[src/rtl/vsm_phase_sequencer.sv]
// Phase sequencer for the VSM 4-bit processor: one-hot Phase0..Phase3 strobes,
// program counter, run/step/halt control and fetch/I-O handshake stalls.
module vsm_phase_sequencer #(
   parameter int         PC_WIDTH = 4,
   parameter logic [3:0] OPC_HALT = 4'b1111,
   parameter logic [3:0] OPC_OUT  = 4'b0011,
   parameter logic [3:0] OPC_IN   = 4'b0100
) (
   input  logic                Clock,
   input  logic                Reset,
   input  logic                Run,
   input  logic                Step,
   input  logic [3:0]          InstrIn,
   input  logic                MemReady,
   input  logic                InValid,
   input  logic                OutAck,
   output logic                Phase0,
   output logic                Phase1,
   output logic                Phase2,
   output logic                Phase3,
   output logic [PC_WIDTH-1:0] Pc,
   output logic                InReq,
   output logic                OutReq,
   output logic                InstrDone,
   output logic                Halted,
   output logic                Idle
);

   // Phase states are numbered so that phase N is encoded as N+1.
   localparam logic [2:0] ST_IDLE = 3'd0;
   localparam logic [2:0] ST_P0   = 3'd1;
   localparam logic [2:0] ST_P1   = 3'd2;
   localparam logic [2:0] ST_P2   = 3'd3;
   localparam logic [2:0] ST_P3   = 3'd4;
   localparam logic [2:0] ST_HALT = 3'd5;

   localparam logic [PC_WIDTH-1:0] PC_ONE = {{(PC_WIDTH-1){1'b0}}, 1'b1};

   logic [2:0]          state_reg, state_next;
   logic [PC_WIDTH-1:0] pc_reg, pc_next;
   logic                oneshot_reg, oneshot_next;
   logic [3:0]          phase_reg, phase_next;
   logic                idle_reg, halted_reg;
   logic                opc_in, opc_out, p2_hold;

   assign opc_in  = (InstrIn == OPC_IN);
   assign opc_out = (InstrIn == OPC_OUT);
   assign p2_hold = (opc_in && !InValid) || (opc_out && !OutAck);

   always_comb begin
      state_next   = state_reg;
      pc_next      = pc_reg;
      oneshot_next = oneshot_reg;
      case (state_reg)
         ST_IDLE: begin
            if (Run) begin
               state_next   = ST_P0;
               oneshot_next = 1'b0;
            end else if (Step) begin
               state_next   = ST_P0;
               oneshot_next = 1'b1;
            end
         end
         ST_P0: begin
            if (MemReady) begin
               state_next = ST_P1;
            end
         end
         ST_P1: begin
            if (InstrIn == OPC_HALT) begin
               state_next = ST_HALT;
            end else begin
               pc_next    = pc_reg + PC_ONE;
               state_next = ST_P2;
            end
         end
         ST_P2: begin
            if (!p2_hold) begin
               state_next = ST_P3;
            end
         end
         ST_P3: begin
            // A single-stepped instruction always parks, even if Run rose meanwhile.
            if (Run && !oneshot_reg) begin
               state_next = ST_P0;
            end else begin
               state_next   = ST_IDLE;
               oneshot_next = 1'b0;
            end
         end
         ST_HALT: state_next = ST_HALT;
         default: state_next = ST_IDLE;
      endcase
   end

   genvar gi;
   generate
      for (gi = 0; gi < 4; gi++) begin : g_phase
         assign phase_next[gi] = (state_next == 3'(gi + 1));
      end
   endgenerate

   always_ff @(posedge Clock) begin
      if (Reset) begin
         state_reg   <= ST_IDLE;
         pc_reg      <= '0;
         oneshot_reg <= 1'b0;
         phase_reg   <= 4'b0000;
         idle_reg    <= 1'b1;
         halted_reg  <= 1'b0;
      end else begin
         state_reg   <= state_next;
         pc_reg      <= pc_next;
         oneshot_reg <= oneshot_next;
         phase_reg   <= phase_next;
         idle_reg    <= (state_next == ST_IDLE);
         halted_reg  <= (state_next == ST_HALT);
      end
   end

   assign Phase0    = phase_reg[0];
   assign Phase1    = phase_reg[1];
   assign Phase2    = phase_reg[2];
   assign Phase3    = phase_reg[3];
   assign Pc        = pc_reg;
   assign InReq     = phase_reg[2] && opc_in;
   assign OutReq    = phase_reg[2] && opc_out;
   assign InstrDone = phase_reg[3];
   assign Halted    = halted_reg;
   assign Idle      = idle_reg;

endmodule
[config.mk]
export PLATFORM = sky130hd
export DESIGN_NAME = vsm_phase_sequencer
export DESIGN_NICKNAME = d
export VERILOG_FILES = /design/src/rtl/vsm_phase_sequencer.sv
export SDC_FILE = /design/constraint.sdc
export NUM_CORES = 1
export LEC_CHECK = 0
export CORE_MARGIN = 2
export CORE_UTILIZATION = 44
export DETAILED_ROUTE_END_ITERATION = 10
export PLACE_DENSITY = 0.82
export SYNTH_ARGS = -nofsm -noshare
export SYNTH_HDL_FRONTEND = slang
export SYNTH_SLANG_ARGS = --single-unit
export TNS_END_PERCENT = 1
[constraint.sdc]
create_clock -name Clock -period 2.2 [get_ports Clock]
set_clock_uncertainty 0.1 [all_clocks]
set_input_delay 0.33 -clock Clock [delete_from_list [all_inputs] [get_ports Clock]]
set_output_delay 0.33 -clock Clock [all_outputs]
set_load 0.03 [all_outputs]
==> impl_metrics.tcl, run 1 <==
set metrics [dict create \
    status "completed" \
    reg2reg_from "state_reg[0]$_SDFF_PP0_" \
    synth_cells 72 \
    regArea_um2 280.3 \
    grt_use_total_pct 16.86 \
    dr_total_vias 599 \
    critical-path-slowest-cell "clkdlybuf4s50_1" \
    tritoncts "built" \
    ant_nets 0 \
    grt_first_pass_wirelength_um 2497 \
    synthTopCellsByArea "dfxtp_1, nor2b_1, nor2_1, xor2_1, and4bb_1" \
    rsz0062_at_grt "false" \
    topRoutingLayerUsed "met4" \
    io_buffers 23 \
    viasPerCell 5.164 \
    path_buf_inv 2 \
    worst_pin_slew_ps 521.6 \
    cap_violations 0 \
    crit_required_ps 1770 \
    worstSetupStartpointType "input port" \
    fin_nets 113 \
    post-route-min-period_ps 1957 \
    syn_nets 84 \
    cts_buffer_depth 2 \
    ys_ff_latch 14 \
    end_kind "output port" \
    ff2ff_path_depth 5 \
    fin_setup_tns_ps 0 \
    antennaDiodeCount 0 \
    crit_start "InstrIn[3]" \
    drive_above_1_share_pct 16.00 \
    power.leakage_uw 0.0003947 \
    m1WireLength_um 746 \
    synth_seq_area_share_pct 39.23 \
    place_hpwl_um 1146 \
    synth_area_leader_cell "dfxtp_1" \
    fin_crit_sh_pct 88.94 \
    critPathMaxFanout 6 \
    wl_met2_um 648 \
    drtIter0Drc 7 \
    whs_ps 409.0 \
    die-area_um2 1962 \
    core.rowCount 14 \
    routed_wl_um 1488 \
    grt_max_degree 15 \
    post_cts_buffers 0 \
    gp_congestion 0.7768 \
    io_pins 24 \
    syn_area_per_cell_um2 9.923 \
    multi_input_comb_area_um2 404.1 \
    hold_buffers 0 \
    crit_chain "clkdlybuf4s50_1, nand2b_1, nor4b_1, buf_4" \
    routed-wl-met3_um 79 \
    setup_viol 0 \
    numCtsBuffers 3 \
    ir_drop_v 0.0005019 \
    clock-sinks 14 \
    r2r-end "phase_reg[2]$_SDFF_PP0_" \
    yosys_warnings 0 \
    fillerInstances 132 \
    area_growth_pct 40.46 \
    netlist_area_um2 714.4 \
    initial_core_util_pct 47.43 \
    clock.fmax_mhz 511.1 \
    overflow 0 \
    rrSetupSlack_ps 550 \
    max_stage_delay_ps 490 \
    die_w_um 44.30 \
    slew_headroom_pct 65.12 \
    core_area_um2 1506 \
    drc 0 \
    critPathArrivalTime_ps 1530 \
    final_core_util_pct 66.61 \
    clock_latency_ps 270 \
    cts-resized-gates 0 \
    p_per_area_nw_per_um2 655.5 \
    antenna_found_initial 0 \
    synth.top_cell.area_share_pct 39.23 \
    die_h_um 44.30 \
    synthDistinctLibCells 34 \
    crit_family "buffers and inverters" \
    cp.depth 4 \
    final_max_slew_viol_count 0 \
    min_path_type "flip-flop to flip-flop" \
    place_ws_ps 8.376 \
    wl_per_cell_um 12.83 \
    hold_viol_final 0 \
    cts_root_buf "clkbuf_4" \
    grt_pass1_vias 571 \
    clk_pin_slew_ps 80 \
    cp-endpoint "InReq" \
    h-tree-depth 1 \
    firstDrtPassIters 4 \
    crit_type "input port to output port" \
    setup_slack_ps 243.3 \
]
==> metal layers <==
layer	vias to the layer above	GRT usage, %
li1	315	-
met1	266	23.54
met2	16	27.06
met3	2	2.041
met4	0	5.455
met5	-	0
==> power breakdown <==
group / leakage, uW / switching (uW) / internal [uW]
sequential: 0.000114 / 18.8 / 274
clock: 0.0000210 / 82.1 / 100
combinational: 0.000259 / 92.3 / 90.0
==> worst min-delay path by stage <==
stage / start / end / cells past startpoint
finish: Pc[1]$_SDFFE_PP0P_ / Pc[1]$_SDFFE_PP0P_ / 2
global route: Pc[1]$_SDFFE_PP0P_ / Pc[1]$_SDFFE_PP0P_ / 2
CTS: Pc[1]$_SDFFE_PP0P_ / Pc[1]$_SDFFE_PP0P_ / 2
detailed placement: Pc[1]$_SDFFE_PP0P_ / Pc[1]$_SDFFE_PP0P_ / 2
global placement: Pc[1]$_SDFFE_PP0P_ / Pc[1]$_SDFFE_PP0P_ / 2
floorplan: Reset / phase_reg[2]$_SDFF_PP0_ / 1
==> layout make-up <==
type / count / share of cell area [%]
sequential: 14 / 27.93
multi-input combinational: 53 / 40.27
timing repair buffer: 27 / 25.44
inverter: 2 / 0.7481
clock buffer: 4 / 3.616
tap: 16 / 1.995
==> cell families (layout without fill, tap and decap cells) <==
| kind of cell | after synthesis | count (layout) | share of synthesized area [%] |
|---|---|---|---|
| AO/OA/AOI/OAI | 13 | 13 | 14.01 |
| XOR/XNOR | 3 | 3 | 3.678 |
| adder cells (fa/ha/maj) | 1 | 1 | 1.751 |
| buffers and inverters | 5 | 33 | 4.203 |
| flip-flops | 14 | 14 | 39.23 |
| AND/OR/NAND/NOR | 36 | 36 | 37.13 |
==> synth_stat cells, drive strengths merged <==
| cell | count |
|---|---|
| and3 | 1 |
| o211a | 1 |
| nor2b | 5 |
| dfxtp | 14 |
| a32oi | 1 |
| nand2 | 3 |
| a41oi | 1 |
| and4bb | 3 |
| nand2b | 1 |
| nor3 | 5 |
| nand4 | 1 |
| clkbuf | 1 |
| nor4 | 1 |
| ha | 1 |
| a21boi | 1 |
| nor4b | 3 |
| a211o | 1 |
| inv | 2 |
| nand3 | 3 |
| xor2 | 3 |
| nor2 | 7 |
| o21a | 2 |
| o21ai | 2 |
| buf | 2 |
| a21oi | 3 |
| nor3b | 2 |
| a31o | 1 |
| and2b | 1 |
==> worst register-to-register path, stage by stage, from the launching register on <==
cell,delay [ps]
dfxtp_1,470
nor2b_1,230
nor2b_1,240
nor4_4,90
buf_4,150
nor4b_2,280
==> per-stage QoR <==
step | cells | area [um^2] | total power (uW)
2_1_floorplan | 72 | 714.4 | 407.2
3_3_place_gp | 112 | 967.2 | 476.4
3_5_place_dp | 112 | 967.2 | 480.8
4_1_cts | 116 | 1003 | 663.7
5_1_grt | 116 | 1003 | 696.8
6_report | 116 | 1003 | 657.7
==> cell usage in the layout, fill, tap and decap left out, drive strengths merged, types with 2 or more instances in the layout <==
cell	n
nor2b	5
clkbuf	4
a21oi	3
nor2	7
clkdlybuf4s50	21
dfxtp	14
nor4b	3
nor3	5
nand3	3
nand2	3
o21a	2
inv	2
xor2	3
nor3b	2
o21ai	2
buf	6
and4bb	3
(Power assumes the default switching activity.)
==> inputs of run 2 (changes only) <==
- SLEW_MARGIN: unset -> 20
==> results of run 2 <==
Same layout as run 1: the final DEF is identical, and so are final timing and power.
==> inputs of run 3 (changes only) <==
- CORE_UTILIZATION: 44 -> 43
- PLACE_DENSITY: 0.82 -> 0.8
- clock period: 2.2 -> 1.91 ns (I/O delays scaled with it)
==> impl_metrics.tcl, run 3 (synthesis results as in run 1) <==
set metrics [dict create \
    wl_per_cell_um 12.71 \
    final_common_cell "clkdlybuf4s50_1" \
    hold_viol_final 0 \
    clock_latency_ps 260 \
    cap_violations 0 \
    met3_usage_pct 2.400 \
    routed_wl_um 1513 \
    whs_ps 396.1 \
    io_buffers 23 \
    clockPowerShare_pct 21.5 \
    rsz0062_at_grt "false" \
    grt_first_pass_wirelength_um 2580 \
    numCtsBuffers 3 \
    p_comb_share_pct 30.9 \
    post-route-min-period_ps 1826 \
    fin_crit_sh_pct 95.59 \
    firstDrtPassIters 3 \
    power.switching_uw 211.3 \
    ff2ff_path_depth 5 \
    critPathMaxFanout 6 \
    drtIter0Drc 3 \
    antenna_found_initial 0 \
    viasPerCell 5.286 \
    reg2reg_from "state_reg[2]$_SDFF_PP0_" \
    hold_start "Pc[1]$_SDFFE_PP0P_" \
    place_hpwl_um 1192 \
    overflow 0 \
    slew_headroom_pct 67.35 \
    intPower_uw 498.7 \
    cts_buffer_depth 2 \
    worstSetupStartpointType "input port" \
    gp_congestion 0.6909 \
    setup_viol 0 \
    swShare_pct 29.76 \
    dr_total_vias 629 \
    crit_type "input port to output port" \
    die-area_um2 2003 \
    min_path_type "flip-flop to flip-flop" \
    grt_use_total_pct 17.52 \
    power.leakage_uw 0.0004067 \
    initial_core_util_pct 46.88 \
    end_kind "output port" \
    grt_max_degree 15 \
    die_h_um 44.76 \
    drive_above_1_share_pct 19.42 \
    p_per_area_nw_per_um2 692.0 \
    cp-endpoint "InReq" \
    final_core_util_pct 67.32 \
    h-tree-depth 1 \
    clk_pin_slew_ps 70 \
    r2r-end "phase_reg[2]$_SDFF_PP0_" \
    placed_cells_incl_taps 116 \
    crit_start "InstrIn[3]" \
    busiest_layer "met2" \
    core.rowCount 14 \
    instances_no_fill 119 \
    core_area_um2 1524 \
    tritoncts "built" \
    clock-sinks 14 \
    die_w_um 44.76 \
    cts_root_buf "clkbuf_4" \
    cts-resized-gates 0 \
    status "completed" \
    antennaDiodeCount 0 \
    grtUsageMet1_pct 22.11 \
    worst_pin_slew_ps 488.2 \
    ir_drop_v 0.0004835 \
    area_growth_pct 43.61 \
    fin_nets 117 \
    rrSetupSlack_ps 290 \
    grt_pass1_vias 607 \
    hold_buffers 0 \
    mostFrequentLayoutCells "clkdlybuf4s50_1, dfxtp_1, buf_4" \
    critPathArrivalTime_ps 1440 \
    drc 0 \
    clock.fmax_mhz 547.7 \
    crit_required_ps 1520 \
    met2_usage_pct 28.70 \
    ant_nets 0 \
    post_cts_buffers 0 \
    final_max_slew_viol_count 0 \
    seq_power_share_pct 47.6 \
    io_pins 24 \
]
run 3: worst min-delay path by stage:
stage	endpoint	slack, ps	depth (start not counted)
2_1_floorplan	phase_reg[2]$_SDFF_PP0_	260	1
3_5_place_dp	Pc[1]$_SDFFE_PP0P_	390	2
6_report	Pc[1]$_SDFFE_PP0P_	400	2
5_1_grt	Pc[1]$_SDFFE_PP0P_	420	2
4_1_cts	Pc[1]$_SDFFE_PP0P_	400	2
3_3_place_gp	Pc[1]$_SDFFE_PP0P_	380	2
run 3: final cells by class:
cell class              instances  area [um^2]
well taps                      16        20.02
repair buffers                 31        285.3
inverters                       2        7.507
fillers                       136        498.0
clock buffers                   3        22.52
multi-input cells              53        410.4
flip-flops and latches         14        280.3
run 3: worst max-delay path, stage by stage:
cell and delay, ps:
clkdlybuf4s50_1 500, nand2b_1 210, nor4b_2 250, buf_4 190
run 3: power by group through the flow:
| stage | clock network [uW] | logic [uW] | registers [uW] |
|---|---|---|---|
| final | 152 | 219 | 338 |
| after global routing | 172 | 238 | 342 |
| after CTS | 158 | 223 | 338 |
| after detailed placement | 0 | 221 | 344 |
| after global placement | 0 | 215 | 344 |
| after floorplan | 0 | 103 | 366 |
run 3: through the flow:
step	setup TNS, ps	power, uW	cell area (um^2)	worst slack [ps]
6_report	0	710.0	1026	84.30
4_1_cts	0	718.6	1026	77.34
2_1_floorplan	0	469.4	720.7	205.3
5_1_grt	0	753.0	1026	3.390
3_3_place_gp	-475.6	558.9	1003	-101.2
3_5_place_dp	-785.1	565.7	1003	-148.1
run 3: routing by layer:
layer,up-vias,routed length (um)
met3,2,105
met4,0,20
met2,19,721
met1,285,666
met5,-,0
li1,323,-
